### src/rtl/m_seq_pkg.sv
// Shared definitions for the m-sequence (1+x^2+x^3+x^4+x^8) transmit generator and receive checker.
package m_seq_pkg;

    typedef enum logic [1:0] {
        HUNT   = 2'd0,
        CHECK  = 2'd1,
        LOCKED = 2'd2
    } state_t;

    localparam int unsigned HIST_W   = 8;
    localparam logic [7:0]  TAPS_DEF = 8'h8E;
    localparam int unsigned SEQ_LEN  = 255;
    localparam int unsigned CNT_W    = 32;

    // Increment that holds at all-ones
    function automatic logic [CNT_W-1:0] sat_inc(input logic [CNT_W-1:0] v);
        return (&v) ? v : v + CNT_W'(1);
    endfunction

endpackage

### src/rtl/m_seq_pred.sv
// History register and bit predictor; shifts either the received bit or its own prediction.
module m_seq_pred
    import m_seq_pkg::*;
#(
    parameter logic [HIST_W-1:0] TAPS = TAPS_DEF
) (
    input  logic              clk,
    input  logic              areset_n,
    input  logic              shift_en,
    input  logic              use_pred,
    input  logic              rx_bit,
    output logic [HIST_W-1:0] h,
    output logic              pred_c
);

    assign pred_c = ^(h & TAPS);

    always_ff @(posedge clk or negedge areset_n) begin
        if (!areset_n) begin
            h <= '0;
        end else if (shift_en) begin
            h <= {h[HIST_W-2:0], (use_pred ? pred_c : rx_bit)};
        end
    end

endmodule

### config.mk
export PLATFORM = sky130hd
export DESIGN_NAME = m_seq_pred
export DESIGN_NICKNAME = d
export VERILOG_FILES = /design/src/rtl/m_seq_pkg.sv /design/src/rtl/m_seq_pred.sv
export SDC_FILE = /design/constraint.sdc
export NUM_CORES = 1
export LEC_CHECK = 0
export ABC_AREA = 1
export CORE_AREA = 2 2 39 41
export DETAILED_ROUTE_END_ITERATION = 7
export DIE_AREA = 0 0 41 43
export GPL_TIMING_DRIVEN = 0
export PLACE_DENSITY = 0.62
export SLEW_MARGIN = 40
export SYNTH_ARGS = -nofsm -noshare
export SYNTH_HDL_FRONTEND = slang
export SYNTH_SLANG_ARGS = --single-unit
### constraint.sdc
create_clock -name clk -period 1.33 [get_ports clk]
set_input_delay 0.399 -clock clk [delete_from_list [all_inputs] [get_ports clk]]
set_output_delay 0.399 -clock clk [all_outputs]
set_load 0.01 [all_outputs]
==> results of run 1 <==
routing by layer:
metal,global-route usage,vias up,share of wire
met5,0,-,0
met1,0.158,145,0.50
met3,0.0314,0,0.086
li1,-,182,-
met2,0.119,15,0.42
met4,0.0600,0,0
synthesized netlist by cell type:
master,instances
nand2_1,19
dfrtp_1,8
inv_1,7
o21ai_0,7
nor2_1,4
buf_2,1
nand3_1,1
xnor2_1,1
critical path, stage by stage (launching register included):
cell and delay, ns:
dfrtp_1 0.41, inv_1 0.10, nand2_1 0.06, nand2_1 0.06, nand2_1 0.06, nand2_1 0.06
buf_2 0.12
path summary, 6_finish.rpt:
path,end,cells after the start,start
max in group asynchronous,h[2]$_DFFE_PN0P_,1,areset_n
worst min register to register,h[0]$_DFFE_PN0P_,2,h[0]$_DFFE_PN0P_
worst max-delay path,pred_c,6,h[3]$_DFFE_PN0P_
worst min-delay path,h[1]$_DFFE_PN0P_,1,areset_n
min in group clk,h[0]$_DFFE_PN0P_,2,h[0]$_DFFE_PN0P_
worst max register to register,h[0]$_DFFE_PN0P_,7,h[2]$_DFFE_PN0P_
power breakdown:
group / leakage, uW / internal (uW) / switching (uW)
combinational: 0.000170 / 133 / 130
sequential: 0.000103 / 288 / 42.9
clock: 0.0000138 / 103 / 77.5
metrics by stage:
| stage | power [uW] | TNS [ns] | utilization |
|---|---|---|---|
| after floorplan | 454 | 0 | - |
| after global placement | 602 | -0.373 | 0.373 |
| after detailed placement | 606 | -0.385 | 0.373 |
| after CTS | 757 | -0.198 | 0.385 |
| after global routing | 834 | -0.315 | 0.394 |
| final | 774 | -0.170 | 0.394 |
cells by family after synthesis:
logic type             Yosys count  synth area share
AND/OR/NAND/NOR                 24             0.249
flip-flops                       8             0.546
buffers and inverters            8            0.0853
AO/OA/AOI/OAI                    7            0.0956
XOR/XNOR                         1            0.0239
area by class of cell:
cell class	count	area (um2)	area share
Buffer	1	5.00	0.00917
Clock buffer	3	22.5	0.0413
Inverter	7	26.3	0.0482
Multi-Input combinational cell	32	140	0.257
Sequential cell	8	200	0.367
Tap cell	16	20.0	0.0367
Timing Repair Buffer	16	131	0.241
what timing repair did:
item	CTS	global route
setup endpoints to repair	9	6
buffers inserted	0	3
pin swaps	1	0
resized for setup	19	7
==> results.sh, run 1 <==
export IMPL_grt_overflow_total=0
export IMPL_max_slew_margin=0.763
export IMPL_regMostFlops="h"
export IMPL_stdcell_area_um2=546
export IMPL_largest_reg_flops=8
export IMPL_hpwlAfterDp_um=553
export IMPL_synth_area_top_cells="dfrtp_1, nand2_1, o21ai_0, inv_1, nor2_1"
export IMPL_wire_per_inst_um=8.96
export IMPL_routed_wl_um=744
export IMPL_antenna_found_initial=0
export IMPL_fin_crit_ns=1.50
export IMPL_hold_buffers=0
export IMPL_fillers=151
export IMPL_dpl_worst_slack_ns=-0.348
export IMPL_reg2reg_slack_ns=0.27
export IMPL_ys_seq_elements=8
export IMPL_yosys_area_top_type="dfrtp_1"
export IMPL_hp_class="input port to async pin"
export IMPL_final_cell_mix="nand2_1, dfrtp_1, o21ai_0"
export IMPL_skew_ns=0.00598
export IMPL_pin_count=14
export IMPL_hold_viol_final=0
export IMPL_grt_pass1_vias=295
export IMPL_cts_path_max_buffers=2
export IMPL_num_antenna_cells=0
export IMPL_ys_seq_area_frac=0.546
export IMPL_drt_pass1_iter_count=4
export IMPL_clock_fmax_mhz=666
export IMPL_clk_pin_slew_ns=0.06
export IMPL_status="finished, violations left"
export IMPL_viasPerCell=4.12
export IMPL_pwr_density_cell_nw_per_um2=1420
export IMPL_grt_max_degree=11
export IMPL_portBuffers=13
export IMPL_period_share=1.13
export IMPL_critPathKind="flip-flop to output pin"
export IMPL_layout_nets=74
export IMPL_rows=14
export IMPL_drive_gt1_frac=0.209
export IMPL_syn_inst=48
export IMPL_dp_cells=77
export IMPL_cts_tree="done"
export IMPL_gp_congestion=0.654
export IMPL_drv_cap=0
export IMPL_drt_iter0_drc=3
export IMPL_fin_ws_ns=-0.170
export IMPL_required_ns=0.93
export IMPL_violations="setup timing"
export IMPL_die_h_um=43
export IMPL_mostFrequentLayoutCell="nand2_1"
export IMPL_critPathCaptureType="output pin"
export IMPL_core_area_um2=1380
export IMPL_clock_latency_ns=0.25
export IMPL_grt_pass1_wl_um=1190
export IMPL_synthToLayoutAreaGrowth_pct=48.8
export IMPL_start_util=0.265
export IMPL_cts_sinks=8
export IMPL_yosysWarnings=0
export IMPL_reg_top3="h: 8 flops"
export IMPL_vias=342
export IMPL_clock_tree_root_cell="clkbuf_4"
export IMPL_start_kind="flip-flop"
export IMPL_rsz0062_at_grt="yes"
export IMPL_ir_drop_v=0.000574
export IMPL_syn_avg_cell_area_um2=7.64
export IMPL_power_leakage_uw=0.000287
export IMPL_finalNonFillerCells=83
export IMPL_synth_cell_types=8
export IMPL_holdWs_ns=0.422
export IMPL_synth_top_cell_area_share=0.546
export IMPL_htree_levels=1
export IMPL_drc=0
export IMPL_synth_fp_nets=53
export IMPL_slew_viol_final=0
export IMPL_placed_cell_area_um2=517
export IMPL_cts_buffers=3
export IMPL_tightest_slew_ns=0.354
export IMPL_cp_max_fo=4
export IMPL_arrival_ns=1.10
export IMPL_antenna_left=0
export IMPL_die_area_um2=1760
export IMPL_die_x_um=41
export IMPL_track_usage=0.102
export IMPL_setup_viol=1
export IMPL_synth_area_um2=367
No activity file was read; power rests on OpenSTA's default activity.
==> inputs of run 2 (changes only) <==
--- a/config.mk
+++ b/config.mk
@@ -7,10 +7,12 @@
 export LEC_CHECK = 0
 export ABC_AREA = 1
 export CORE_AREA = 2 2 39 41
+export CTS_BUF_LIST = sky130_fd_sc_hd__clkbuf_16
 export DETAILED_ROUTE_END_ITERATION = 7
 export DIE_AREA = 0 0 41 43
 export GPL_TIMING_DRIVEN = 0
 export PLACE_DENSITY = 0.62
+export SKIP_CTS_REPAIR_TIMING = 1
 export SLEW_MARGIN = 40
 export SYNTH_ARGS = -nofsm -noshare
 export SYNTH_HDL_FRONTEND = slang
==> results.sh, run 2 (same netlist as run 1, synthesis figures left out) <==
export IMPL_status="finished, violations left"
export IMPL_violations="setup timing"
export IMPL_power_leakage_uw=0.000407
export IMPL_clock_latency_ns=0.23
export IMPL_setup_viol=1
export IMPL_cts_tree="done"
export IMPL_clock_tree_root_cell="clkbuf_16"
export IMPL_vias=335
export IMPL_drc=0
export IMPL_slew_viol_final=0
export IMPL_cts_path_max_buffers=2
export IMPL_drt_pass1_iter_count=2
export IMPL_layout_nets=73
export IMPL_r2r_start="h[2]$_DFFE_PN0P_"
export IMPL_die_x_um=41
export IMPL_cpMostUsedCell="nand2_1"
export IMPL_hold_viol_final=0
export IMPL_grt_busiest_layer="met1"
export IMPL_crit_slowest_cell="dfrtp_1"
export IMPL_pin_count=14
export IMPL_cts_buffers=3
export IMPL_track_usage=0.113
export IMPL_drt_iter0_drc=1
export IMPL_mostFrequentLayoutCell="nand2_1"
export IMPL_viasPerCell=4.09
export IMPL_grt_pass1_vias=283
export IMPL_regMostFlops="h"
export IMPL_stdcell_area_um2=624
export IMPL_gp_congestion=0.654
export IMPL_routed_wl_um=752
export IMPL_max_slew_margin=0.767
export IMPL_rows=14
export IMPL_period_share=1.12
export IMPL_antenna_left=0
export IMPL_drive_gt1_frac=0.121
export IMPL_grt_pass1_wl_um=1200
export IMPL_die_area_um2=1760
export IMPL_drv_cap=0
export IMPL_die_h_um=43
export IMPL_final_util=0.451
export IMPL_clock_fmax_mhz=671
export IMPL_num_antenna_cells=0
export IMPL_arrival_ns=1.09
export IMPL_fin_crit_ns=1.49
export IMPL_synthToLayoutAreaGrowth_pct=70.3
export IMPL_reg2reg_slack_ns=0.27
export IMPL_fin_ws_ns=-0.160
export IMPL_wire_per_inst_um=9.17
export IMPL_htree_levels=1
export IMPL_r2r_cells=8
export IMPL_antenna_found_initial=0
export IMPL_grt_use_met1=0.162
export IMPL_largest_reg_flops=8
export IMPL_tightest_slew_ns=0.348
export IMPL_placed_cell_area_um2=517
export IMPL_rsz0062_at_grt="yes"
export IMPL_cp_max_fo=5
export IMPL_critPathKind="flip-flop to output pin"
export IMPL_grt_max_degree=11
export IMPL_cp_cell_sequence="nand2_2, inv_1, nor2_1, nand2_1, nand2_1, buf_2"
export IMPL_reg_top3="h: 8 flops"
export IMPL_required_ns=0.93
export IMPL_ir_drop_v=0.00113
export IMPL_final_cell_mix="nand2_1, dfrtp_1, dlymetal6s2s_1"
export IMPL_start_util=0.265
export IMPL_portBuffers=13
export IMPL_start_kind="flip-flop"
export IMPL_core_area_um2=1380
export IMPL_max_stage_delay_ns=0.41
export IMPL_critPathCaptureType="output pin"
export IMPL_r2r_end="h[0]$_DFFE_PN0P_"
export IMPL_grt_overflow_total=0
export IMPL_cts_sinks=8
export IMPL_use_met2=0.113
export IMPL_clk_pin_slew_ns=0.04
export IMPL_hpwlAfterDp_um=553
export IMPL_crit_start="h[2]$_DFFE_PN0P_"
export IMPL_pwr_density_cell_nw_per_um2=1760
export IMPL_met3_usage=0.0314
export IMPL_hp_class="input port to async pin"
export IMPL_skew_ns=0.00155
## run 2: cell types whose count changed in the layout (fill, tap and decap cells not counted), sizes merged
cell / delta
clkdlybuf4s15: -4
dlygate4sd2: -1
buf: -2
dlymetal6s2s: +8
clkbuf: -2
## run 2: power by group
group	switching [uW]	leakage, uW	internal [uW]
Sequential	40.9	0.000103	289
Combinational	125	0.000268	143
Clock	112	0.0000370	387
Total	278	0.000407	819
## run 2: worst max path at each step
stage / end / slack (ns)
finish: pred_c / -0.16
global route: pred_c / -0.28
CTS: pred_c / -0.59
detailed placement: pred_c / -0.35
global placement: pred_c / -0.35
floorplan: pred_c / 0.14
## run 2: through the flow
| stage | hold slack, ns | setup WS [ns] | std cells | total power (uW) | setup TNS (ns) |
|---|---|---|---|---|---|
| 2_1_floorplan | 0.103 | 0.142 | 48 | 454 | 0 |
| 3_3_place_gp | 0.491 | -0.345 | 77 | 602 | -0.373 |
| 3_5_place_dp | 0.497 | -0.348 | 77 | 606 | -0.385 |
| 4_1_cts | 0.448 | -0.593 | 80 | 1120 | -2.41 |
| 5_1_grt | 0.478 | -0.276 | 82 | 1160 | -0.276 |
| 6_report | 0.443 | -0.160 | 82 | 1100 | -0.160 |
## run 2: worst max-delay path: cells and delay by family, from the launching register on
family        cells  cell delay (ns)
buf+inv           2             0.16
simple gates      4             0.31
flops             1             0.41
## run 2: cell type report
class	instances	area [um2]
fill	146	759
sequential	8	200
timing repair buffer	15	160
multi-input combinational	32	138
clock buffer	3	75.1
inverter	7	26.3
tap	16	20.0
buffer	1	5.00
## run 2: metal layers
| metal | routed length [um] | vias to the layer above |
|---|---|---|
| met5 | 0 | - |
| met2 | 287 | 11 |
| met1 | 362 | 140 |
| met4 | 42 | 0 |
| met3 | 60 | 4 |
| li1 | - | 180 |
==> inputs of run 3 (changes only) <==
--- a/config.mk
+++ b/config.mk
@@ -10,8 +10,10 @@
 export CTS_BUF_LIST = sky130_fd_sc_hd__clkbuf_16
 export DETAILED_ROUTE_END_ITERATION = 7
 export DIE_AREA = 0 0 41 43
+export DONT_BUFFER_PORTS = 1
+export GPL_ROUTABILITY_DRIVEN = 0
 export GPL_TIMING_DRIVEN = 0
-export PLACE_DENSITY = 0.62
+export PLACE_DENSITY = 0.49
 export SKIP_CTS_REPAIR_TIMING = 1
 export SLEW_MARGIN = 40
 export SYNTH_ARGS = -nofsm -noshare
==> results.sh, run 3 (same netlist as run 1, synthesis figures left out) <==
export IMPL_rsz0062_at_grt="yes"
export IMPL_finalPower_uw=1020
export IMPL_p_clk_frac=0.488
export IMPL_mostFrequentLayoutCell="nand2_1"
export IMPL_final_cell_mix="nand2_1, o21ai_0, inv_1"
export IMPL_hp_class="input port to flip-flop"
export IMPL_drt_pass1_iter_count=4
export IMPL_setup_viol=1
export IMPL_drc=0
export IMPL_crit_family="flip-flops"
export IMPL_r2r_end="h[0]$_DFFE_PN0P_"
export IMPL_r2r_cells=6
export IMPL_track_usage=0.109
export IMPL_finalNonFillerCells=68
export IMPL_largest_reg_flops=8
export IMPL_cts_tree="done"
export IMPL_combPwrFrac=0.150
export IMPL_hold_viol_final=0
export IMPL_hp_start="use_pred"
export IMPL_internal_power_uw=739
export IMPL_drv_cap=0
export IMPL_stdcell_area_um2=494
export IMPL_wire_per_inst_um=11.3
export IMPL_grt_overflow_total=0
export IMPL_violations="setup timing"
export IMPL_pin_count=14
export IMPL_start_util=0.265
export IMPL_critPathKind="flip-flop to output pin"
export IMPL_hpwlAfterDp_um=579
export IMPL_cpMostUsedCell="nand2_2"
export IMPL_max_stage_delay_ns=0.45
export IMPL_slew_viol_final=0
export IMPL_die_h_um=43
export IMPL_fin_crit_ns=1.45
export IMPL_r2r_start="h[3]$_DFFE_PN0P_"
export IMPL_reg2reg_slack_ns=0.32
export IMPL_worstHoldEndpoint="h[0]$_DFFE_PN0P_"
export IMPL_switching_share=0.272
export IMPL_critPathCaptureType="output pin"
export IMPL_viasPerCell=4.26
export IMPL_dp_cells=64
export IMPL_period_share=1.09
export IMPL_tightest_slew_ns=0.373
export IMPL_htree_levels=1
export IMPL_clock_tree_root_cell="clkbuf_16"
export IMPL_regMostFlops="h"
export IMPL_layout_nets=59
export IMPL_clock_fmax_mhz=688
export IMPL_seqPwrFrac=0.361
export IMPL_drt_iter0_drc=7
export IMPL_cp_cell_sequence="nand2_2, inv_2, nor2_4, nand2_2, nand2_2"
export IMPL_grt_pass1_wl_um=1200
export IMPL_skew_ns=0.00110
export IMPL_portBuffers=0
export IMPL_cts_sinks=8
export IMPL_clock_latency_ns=0.23
export IMPL_core_area_um2=1380
export IMPL_required_ns=0.93
export IMPL_power_switching_uw=276
export IMPL_start_kind="flip-flop"
export IMPL_arrival_ns=1.05
export IMPL_rows=14
export IMPL_max_slew_margin=0.751
export IMPL_hold_depth=3
export IMPL_fin_ws_ns=-0.123
export IMPL_grt_max_degree=11
export IMPL_antenna_found_initial=0
export IMPL_power_leakage_uw=0.000238
export IMPL_die_x_um=41
export IMPL_synthToLayoutAreaGrowth_pct=34.8
export IMPL_crit_slowest_cell="dfrtp_2"
export IMPL_status="finished, violations left"
export IMPL_drive_gt1_frac=0.269
export IMPL_cts_path_max_buffers=2
export IMPL_vias=290
export IMPL_cts_buffers=3
export IMPL_reg_top3="h: 8 flops"
export IMPL_ir_drop_v=0.000751
export IMPL_die_area_um2=1760
export IMPL_num_antenna_cells=0
export IMPL_antenna_left=0
export IMPL_cp_max_fo=5
export IMPL_crit_buf_inv=1
export IMPL_clk_pin_slew_ns=0.03
export IMPL_placed_cell_area_um2=387
export IMPL_grt_pass1_vias=283
export IMPL_pwr_density_cell_nw_per_um2=2050
export IMPL_routed_wl_um=771
-- run 3: worst max path at each step --
stage                           startpoint      to  cells past startpoint
after global placement    h[2]$_DFFE_PN0P_  pred_c                      5
after floorplan           h[2]$_DFFE_PN0P_  pred_c                      5
after CTS                 h[2]$_DFFE_PN0P_  pred_c                      5
final                     h[2]$_DFFE_PN0P_  pred_c                      5
after detailed placement  h[2]$_DFFE_PN0P_  pred_c                      5
after global routing      h[2]$_DFFE_PN0P_  pred_c                      5
-- run 3: area by class of cell --
| cell class | count | area, um2 |
|---|---|---|
| inverter | 7 | 26.3 |
| timing repair buffer | 1 | 10.0 |
| multi-input combinational | 32 | 153 |
| fill | 150 | 890 |
| clock buffer | 3 | 75.1 |
| sequential | 8 | 205 |
| buffer | 1 | 5.00 |
| tap | 16 | 20.0 |
-- run 3: worst min-delay path: cells and delay by family --
kind	cells	cell delay [ns]
simple gates	3	0.17
-- run 3: power by group through the flow --
| stage | Sequential [uW] | Combinational [uW] | Clock, uW |
|---|---|---|---|
| after floorplan | 349 | 104 | 0 |
| after global placement | 361 | 120 | 0 |
| after detailed placement | 363 | 124 | 0 |
| after CTS | 360 | 125 | 512 |
| after global routing | 378 | 182 | 520 |
| final | 367 | 152 | 496 |
-- run 3: per-layer routing --
metal	global-route usage	up-vias	routed length (um)
met2	0.138	13	344
met5	0	-	0
met3	0.0576	3	67
li1	-	153	-
met1	0.126	121	336
met4	0.100	0	23
-- run 3: through the flow --
stage | hold WS, ns | worst slack, ns | util | setup TNS (ns)
floorplan | 0.103 | 0.142 | - | 0
global placement | 0.104 | 0.0871 | 0.279 | 0
detailed placement | 0.104 | 0.0791 | 0.279 | 0
CTS | -0.141 | -0.169 | 0.334 | -0.169
global route | 0.393 | -0.198 | 0.357 | -0.198
finish | 0.374 | -0.123 | 0.357 | -0.123
